`src/rtl/neo_pkg.sv`:
```
// -----------------------------------------------------------------------------
// neo_pkg
// Shared definitions for the NEO (nonlinear energy operator) read-side
// sequencer and its datapath core.
//   neo_seq_state_t : sequencer FSM states
//   RD_LATENCY      : sample memory read latency in cycles (registered read)
//   PIPE_DEPTH      : cycles from the last read address to the last result
//                     write (capture, window, output register)
//   sat_n()         : arithmetic right shift followed by saturation to n bits
// -----------------------------------------------------------------------------
package neo_pkg;

    typedef enum logic [1:0] {
        IDLE,
        READ,
        DRAIN,
        DONE
    } neo_seq_state_t;

    localparam int RD_LATENCY = 1;
    localparam int PIPE_DEPTH = 3;

    // Shift then clamp to the signed n-bit range. The 64-bit container covers
    // a 2N+1-bit psi for any N up to 31; callers keep the low n bits.
    function automatic logic signed [63:0] sat_n(input logic signed [63:0] v,
                                                 input int                 shift,
                                                 input int                 n);
        logic signed [63:0] s;
        logic signed [63:0] hi;
        logic signed [63:0] lo;
        s  = v >>> shift;
        hi = (64'sd1 <<< (n - 1)) - 64'sd1;
        lo = -(64'sd1 <<< (n - 1));
        if (s > hi) begin
            return hi;
        end
        if (s < lo) begin
            return lo;
        end
        return s;
    endfunction

endpackage

```
`src/rtl/neo_core.sv`:
```
// -----------------------------------------------------------------------------
// neo_core
// Three-sample window and psi datapath of the NEO sequencer.
// Each valid input sample shifts into the window {x0, x1, x2}; once three
// valid samples are held, psi = x1*x1 - x0*x2 is shifted, saturated and
// registered onto the result write port.
// Ports:
//   Clk       in   rising-edge clock
//   reset     in   asynchronous active-high reset
//   clear     in   frame start: drops the window valid bits
//   in_valid  in   in_data carries a new sample this cycle
//   in_data   in   signed sample from the memory
//   fire      out  a psi is computed this cycle (registered out next edge)
//   clip      out  the psi computed this cycle saturates
//   wen       out  registered write strobe
//   wdata     out  registered saturated psi (holds when wen=0)
// -----------------------------------------------------------------------------
module neo_core
    import neo_pkg::*;
#(
    parameter int N     = 16,
    parameter int SHIFT = 0
) (
    input  logic                Clk,
    input  logic                reset,
    input  logic                clear,
    input  logic                in_valid,
    input  logic signed [N-1:0] in_data,
    output logic                fire,
    output logic                clip,
    output logic                wen,
    output logic signed [N-1:0] wdata
);

    logic signed [N-1:0]   x0;
    logic signed [N-1:0]   x1;
    logic signed [N-1:0]   x2;
    logic [2:0]            vld;       // vld[0] rides with x2, vld[2] with x0
    logic                  win_new;   // window shifted on the last edge

    logic signed [2*N-1:0] p11;
    logic signed [2*N-1:0] p02;
    logic signed [2*N:0]   psi;
    logic signed [2*N:0]   psi_sh;
    logic signed [N-1:0]   psi_sat;

    // Operands are widened first so the products are full precision.
    assign p11     = (2*N)'(x1) * (2*N)'(x1);
    assign p02     = (2*N)'(x0) * (2*N)'(x2);
    assign psi     = (2*N+1)'(p11) - (2*N+1)'(p02);
    assign psi_sh  = psi >>> SHIFT;
    assign psi_sat = N'(sat_n(64'(psi), SHIFT, N));

    // Each window position is evaluated once: only right after a shift.
    assign fire = win_new & (&vld);
    assign clip = (2*N+1)'(psi_sat) != psi_sh;

    // NOTE: sequential state uses non-blocking assignments so every flop
    // samples the pre-edge values and the window shifts as a true pipeline.
    always_ff @(posedge Clk or posedge reset) begin
        if (reset) begin
            // NOTE: the window data is reset along with its valid bits so an
            // aborted frame leaves nothing behind that could reach wdata.
            x0      <= '0;
            x1      <= '0;
            x2      <= '0;
            vld     <= '0;
            win_new <= 1'b0;
            wen     <= 1'b0;
            wdata   <= '0;
        end else begin
            wen <= fire;
            if (fire) begin
                wdata <= psi_sat;
            end
            if (clear) begin
                vld     <= '0;
                win_new <= 1'b0;
            end else begin
                win_new <= in_valid;
                if (in_valid) begin
                    x0  <= x1;
                    x1  <= x2;
                    x2  <= in_data;
                    vld <= {vld[1:0], 1'b1};
                end
            end
        end
    end

endmodule

```
`src/rtl/neo_mem_sequencer.sv`:
```
// -----------------------------------------------------------------------------
// neo_mem_sequencer
// Read-side initiator for the NEO sample memory. On start it reads addresses
// 0..M-1, feeds the returned samples through neo_core and writes
// psi[n] = x[n]^2 - x[n-1]*x[n+1] for n = 1..M-2 to the result store.
// Ports:
//   Clk       in   rising-edge clock
//   reset     in   asynchronous active-high reset
//   start     in   1-cycle pulse, accepted only when idle
//   rdata     in   signed sample, valid one cycle after raddr/ren
//   raddr     out  sample read address
//   ren       out  read address valid
//   waddr     out  result write address (centre index n)
//   wdata     out  saturated psi[n]
//   wen       out  result write strobe
//   busy      out  high from start acceptance through the done cycle
//   done      out  1-cycle end-of-frame pulse
//   sat_flag  out  sticky per frame: some psi saturated
// All outputs are registered.
// -----------------------------------------------------------------------------
module neo_mem_sequencer
    import neo_pkg::*;
#(
    parameter int N     = 16,
    parameter int M     = 32,
    parameter int SHIFT = 0,
    localparam int AW   = $clog2(M)
) (
    input  logic                Clk,
    input  logic                reset,
    input  logic                start,
    input  logic signed [N-1:0] rdata,
    output logic [AW-1:0]       raddr,
    output logic                ren,
    output logic [AW-1:0]       waddr,
    output logic signed [N-1:0] wdata,
    output logic                wen,
    output logic                busy,
    output logic                done,
    output logic                sat_flag
);

    neo_seq_state_t        state;
    logic [RD_LATENCY-1:0] ren_pipe;   // ren delayed to line up with rdata
    logic [1:0]            dcnt;       // DRAIN cycle counter
    logic [AW-1:0]         wcnt;       // centre index of the next result
    logic                  accept;
    logic                  core_fire;
    logic                  core_clip;

    assign accept = (state == IDLE) && start;

    neo_core #(
        .N     (N),
        .SHIFT (SHIFT)
    ) u_core (
        .Clk      (Clk),
        .reset    (reset),
        .clear    (accept),
        .in_valid (ren_pipe[RD_LATENCY-1]),
        .in_data  (rdata),
        .fire     (core_fire),
        .clip     (core_clip),
        .wen      (wen),
        .wdata    (wdata)
    );

    always_ff @(posedge Clk or posedge reset) begin
        if (reset) begin
            state    <= IDLE;
            raddr    <= '0;
            ren      <= 1'b0;
            ren_pipe <= '0;
            dcnt     <= '0;
            wcnt     <= '0;
            waddr    <= '0;
            busy     <= 1'b0;
            done     <= 1'b0;
            sat_flag <= 1'b0;
        end else begin
            ren_pipe <= RD_LATENCY'({ren_pipe, ren});

            // waddr is registered on the same edge the core registers wen.
            if (core_fire) begin
                waddr <= wcnt;
                wcnt  <= wcnt + AW'(1);
                if (core_clip) begin
                    sat_flag <= 1'b1;
                end
            end

            case (state)
                IDLE: begin
                    if (start) begin
                        state    <= READ;
                        raddr    <= '0;
                        ren      <= 1'b1;
                        busy     <= 1'b1;
                        sat_flag <= 1'b0;
                        wcnt     <= AW'(1);
                        dcnt     <= '0;
                    end
                end
                READ: begin
                    // Stop at the last address instead of wrapping.
                    if (raddr == AW'(M - 1)) begin
                        state <= DRAIN;
                        raddr <= '0;
                        ren   <= 1'b0;
                    end else begin
                        raddr <= raddr + AW'(1);
                    end
                end
                DRAIN: begin
                    // Wait for the last sample to clear the pipeline.
                    if (dcnt == 2'(PIPE_DEPTH - 1)) begin
                        state <= DONE;
                        done  <= 1'b1;
                        dcnt  <= '0;
                    end else begin
                        dcnt <= dcnt + 2'd1;
                    end
                end
                DONE: begin
                    state <= IDLE;
                    done  <= 1'b0;
                    busy  <= 1'b0;
                end
                default: begin
                    state <= IDLE;
                end
            endcase
        end
    end

endmodule

```
`config.mk`:
```
export PLATFORM = sky130hd
export DESIGN_NAME = neo_mem_sequencer
export DESIGN_NICKNAME = d
export VERILOG_FILES = /design/src/rtl/neo_pkg.sv /design/src/rtl/neo_core.sv /design/src/rtl/neo_mem_sequencer.sv
export SDC_FILE = /design/constraint.sdc
export NUM_CORES = 2
export LEC_CHECK = 0
export ABC_AREA = 1
export CELL_PAD_IN_SITES_DETAIL_PLACEMENT = 0
export CELL_PAD_IN_SITES_GLOBAL_PLACEMENT = 1
export CORE_MARGIN = 3
export CORE_UTILIZATION = 54
export DETAILED_ROUTE_END_ITERATION = 8
export GPL_TIMING_DRIVEN = 0
export PLACE_DENSITY_LB_ADDON = 0.2
export SLEW_MARGIN = 10
export SYNTH_ARGS = -nofsm -noshare
export SYNTH_HDL_FRONTEND = slang
export SYNTH_SLANG_ARGS = --single-unit
```
`constraint.sdc`:
```
create_clock -name Clk -period 18.1 [get_ports Clk]
set_input_delay 3.62 -clock Clk [delete_from_list [all_inputs] [get_ports Clk]]
set_output_delay 3.62 -clock Clk [all_outputs]
set_load 0.01 [all_outputs]
```
==> results by group <==
Run status
  • Outcome: complete, no violations

Timing
  • Final cycle utilization of the critical path: 51.84%
  • Final Hold Viols: 0
  • RSZ-0062 raised after global routing: false
  • Endpoints failing setup: 0
  • Final worst slack: 8.717 ns
  • Worst-Margin Slew: 1.158 ns
  • FMAX: 106.6 MHz
  • Minimum clock period: 9.383 ns
  • Min Hold Slack: 0.4114 ns
  • Max transition margin: 22.51%
  • Skew final: 0.02181 ns
  • Final TNS setup: 0 ns
  • Max-slew violations: 0

Synthesis
  • Largest area contributor in the netlist: fa_1
  • Synth warnings: 0
  • Sequential area share after synthesis: 9.610%
  • Syn_nets: 3,672
  • Top cell type's share of synthesized area: 46.13%
  • Mean Syn Cell Area: 8.296 sq um
  • Top post-synthesis cells by area: fa_1 (46%), inv_1 (14%), nand2_1 (11%)
  • FF+latch count, synth: 93
  • Cells after Synth: 2,919
  • Synth cell types: 35
  • Post-Syn Area: 24,220 sq um

Die
  • Starting Density: 55.48%
  • Area of the core: 43,650 sq um
  • Rows: 76
  • Die footprint: 47,420 sq um
  • Die X: 217.8 microns
  • I/O pin total: 50
  • Die height: 217.8 microns

Global route
  • GRT overflow: 0
  • Initial antenna violation count: 0
  • First-pass GRT wire length: 110,100 microns
  • Global Route Usage Sum: 31.15%
  • Largest net degree at the start of global routing: 58
  • Vias in the first global route: 20,290

Worst setup path
  • Critical Path Fanout Max: 10
  • Worst setup SP type: flip-flop
  • Crit path max-delay cell type: fa_1
  • Setup crit end kind: flip-flop
  • Worst Path Class, Setup: flip-flop to flip-flop
  • Reg2reg path depth: 35
  • Worst Path Required: 18.37 ns
  • Worst path max stage delay: 0.88 ns
  • Crit path DAT: 9.66 ns

CTS
  • Postcts setup bufs: 0
  • Clk sinks: 93
  • Clock root buffer master: clkbuf_16
  • Clk slew on worst S/H paths: 0.08 ns
  • Skew-Pair Late Insertion Delay: 0.40 ns
  • CTS tree: built
  • Total CTS buffers: 9
  • Clock H-tree levels: 3
  • Post-cts hold buffer count: 0
  • Maximum buffer depth of the clock tree: 2
  • Post-CTS sizing: 0

Drt
  • Initial DRC Count: 1,169
  • DR vias/cell: 5.144
  • Wirelength per Cell: 19.10 microns
  • Drc violations: 0
  • 1st-pass router iterations: 5
  • Vias: 18,360
  • Antenna-violating nets left: 0
  • Routed wire length: 68,180 microns

Place
  • Routability cong.: 0.9302
  • Hpwl dp: 58,460 microns
  • Input/output buffers: 49
  • Dpl ws: 8.855 ns

Cells and area
  • Share of cells above drive strength 1: 2.278%
  • Multi-input gate area: 17,970 sq um
  • Synth-to-Final Area Change: 6.412%
  • Register area: 2327 sq um
  • Antenna diodes: 0
  • Nets: 3,733
  • FILL cells: 4,043

Worst hold path
  • Worst Hold Class: flip-flop to flip-flop
  • Hold Path Cell Cnt: 0

Job
  • Max Cap Violations: 0
kinds of logic after synthesis:
kind of cell	after synthesis	share of synthesized area [%]
buf+inv	1037	16.16
simple gates	896	15.00
fa+ha+maj	734	55.22
compound gates	130	2.955
flops	93	9.610
xor+xnor	29	1.049
worst paths after layout:
check / slack [ns] / endpoint / startpoint
max: 8.72 / u_core.wdata[6] / u_core.x1[5]
min: 0.41 / ren_pipe / ren
max reg2reg: 8.72 / u_core.wdata[6] / u_core.x1[5]
min reg2reg: 0.41 / ren_pipe / ren
max in group asynchronous: 13.79 / u_core.x2[12] / reset
min in group asynchronous: 3.62 / ren_pipe / reset
Yosys cell counts (all sizes together):
master / count
nor2: 109
clkinv: 3
a21oi: 56
fa: 558
o21ai: 69
dfrtp: 93
a2bb2oi: 1
o21bai: 1
nand2: 687
a21o: 1
o211ai: 2
and2: 1
nand3b: 6
nand3: 58
or2: 6
clkbuf: 89
ha: 176
xor2: 19
nand4: 22
nor3: 7
xnor2: 10
buf: 21
inv: 924
worst max-delay path: cells and delay by family (launching register included):
kind	cells	cell delay, ns
fa+ha+maj	9	4.80
flops	1	0.41
compound gates	1	0.06
simple gates	16	2.07
buf+inv	9	1.91
layout make-up:
cell class / count / area share (%)
sequential: 93 / 9.031
timing repair buffer: 50 / 2.010
buffer: 110 / 1.685
tap: 585 / 2.840
multi-input combinational: 1789 / 69.75
clock buffer: 9 / 0.8740
clock inverter: 7 / 0.2913
inverter: 927 / 13.51
cell usage in the layout (no fill, tap or decap), types with 3 or more instances in the layout:
cell	count
fa_1	558
buf_1	17
a21oi_1	45
a21oi_2	11
clkinv_1	3
inv_1	918
inv_2	5
nand2_1	678
inv_8	3
ha_1	176
o21ai_0	62
clkdlybuf4s50_1	49
dfrtp_1	93
xnor2_1	10
clkbuf_16	9
nor3_1	5
nand3b_1	6
nand3_1	58
nor2_1	99
nand4_1	20
nand2_2	9
xor2_1	19
clkbuf_1	89
or2_2	5
nor2_2	8
o21ai_1	7
per-stage QoR:
stage               utilization, %  area (sq um)  instances
floorplan                        -         24220       2919
global placement             58.28         25440       3553
detailed placement           58.35         25470       3554
CTS                          59.04         25770       3570
global route                 59.04         25770       3570
finish                       59.04         25770       3570
sequential cells by signal, indices dropped and copies added, names as in the netlist, 2 cells and up:
name          cells
dcnt              2
raddr             5
state             2
u_core.vld        3
u_core.wdata     16
u_core.x0        16
u_core.x1        16
u_core.x2        16
waddr             5
wcnt              5
metal layers:
layer,share of wire (%),GRT usage [%]
met5,0,0
met4,7.3,18.46
met3,6.2,4.765
met2,49,53.43
met1,37,37.37
Power is left out: the tool's default activity adds up to more than one toggle a clock period on the data nets, which glitch-free logic cannot reach.
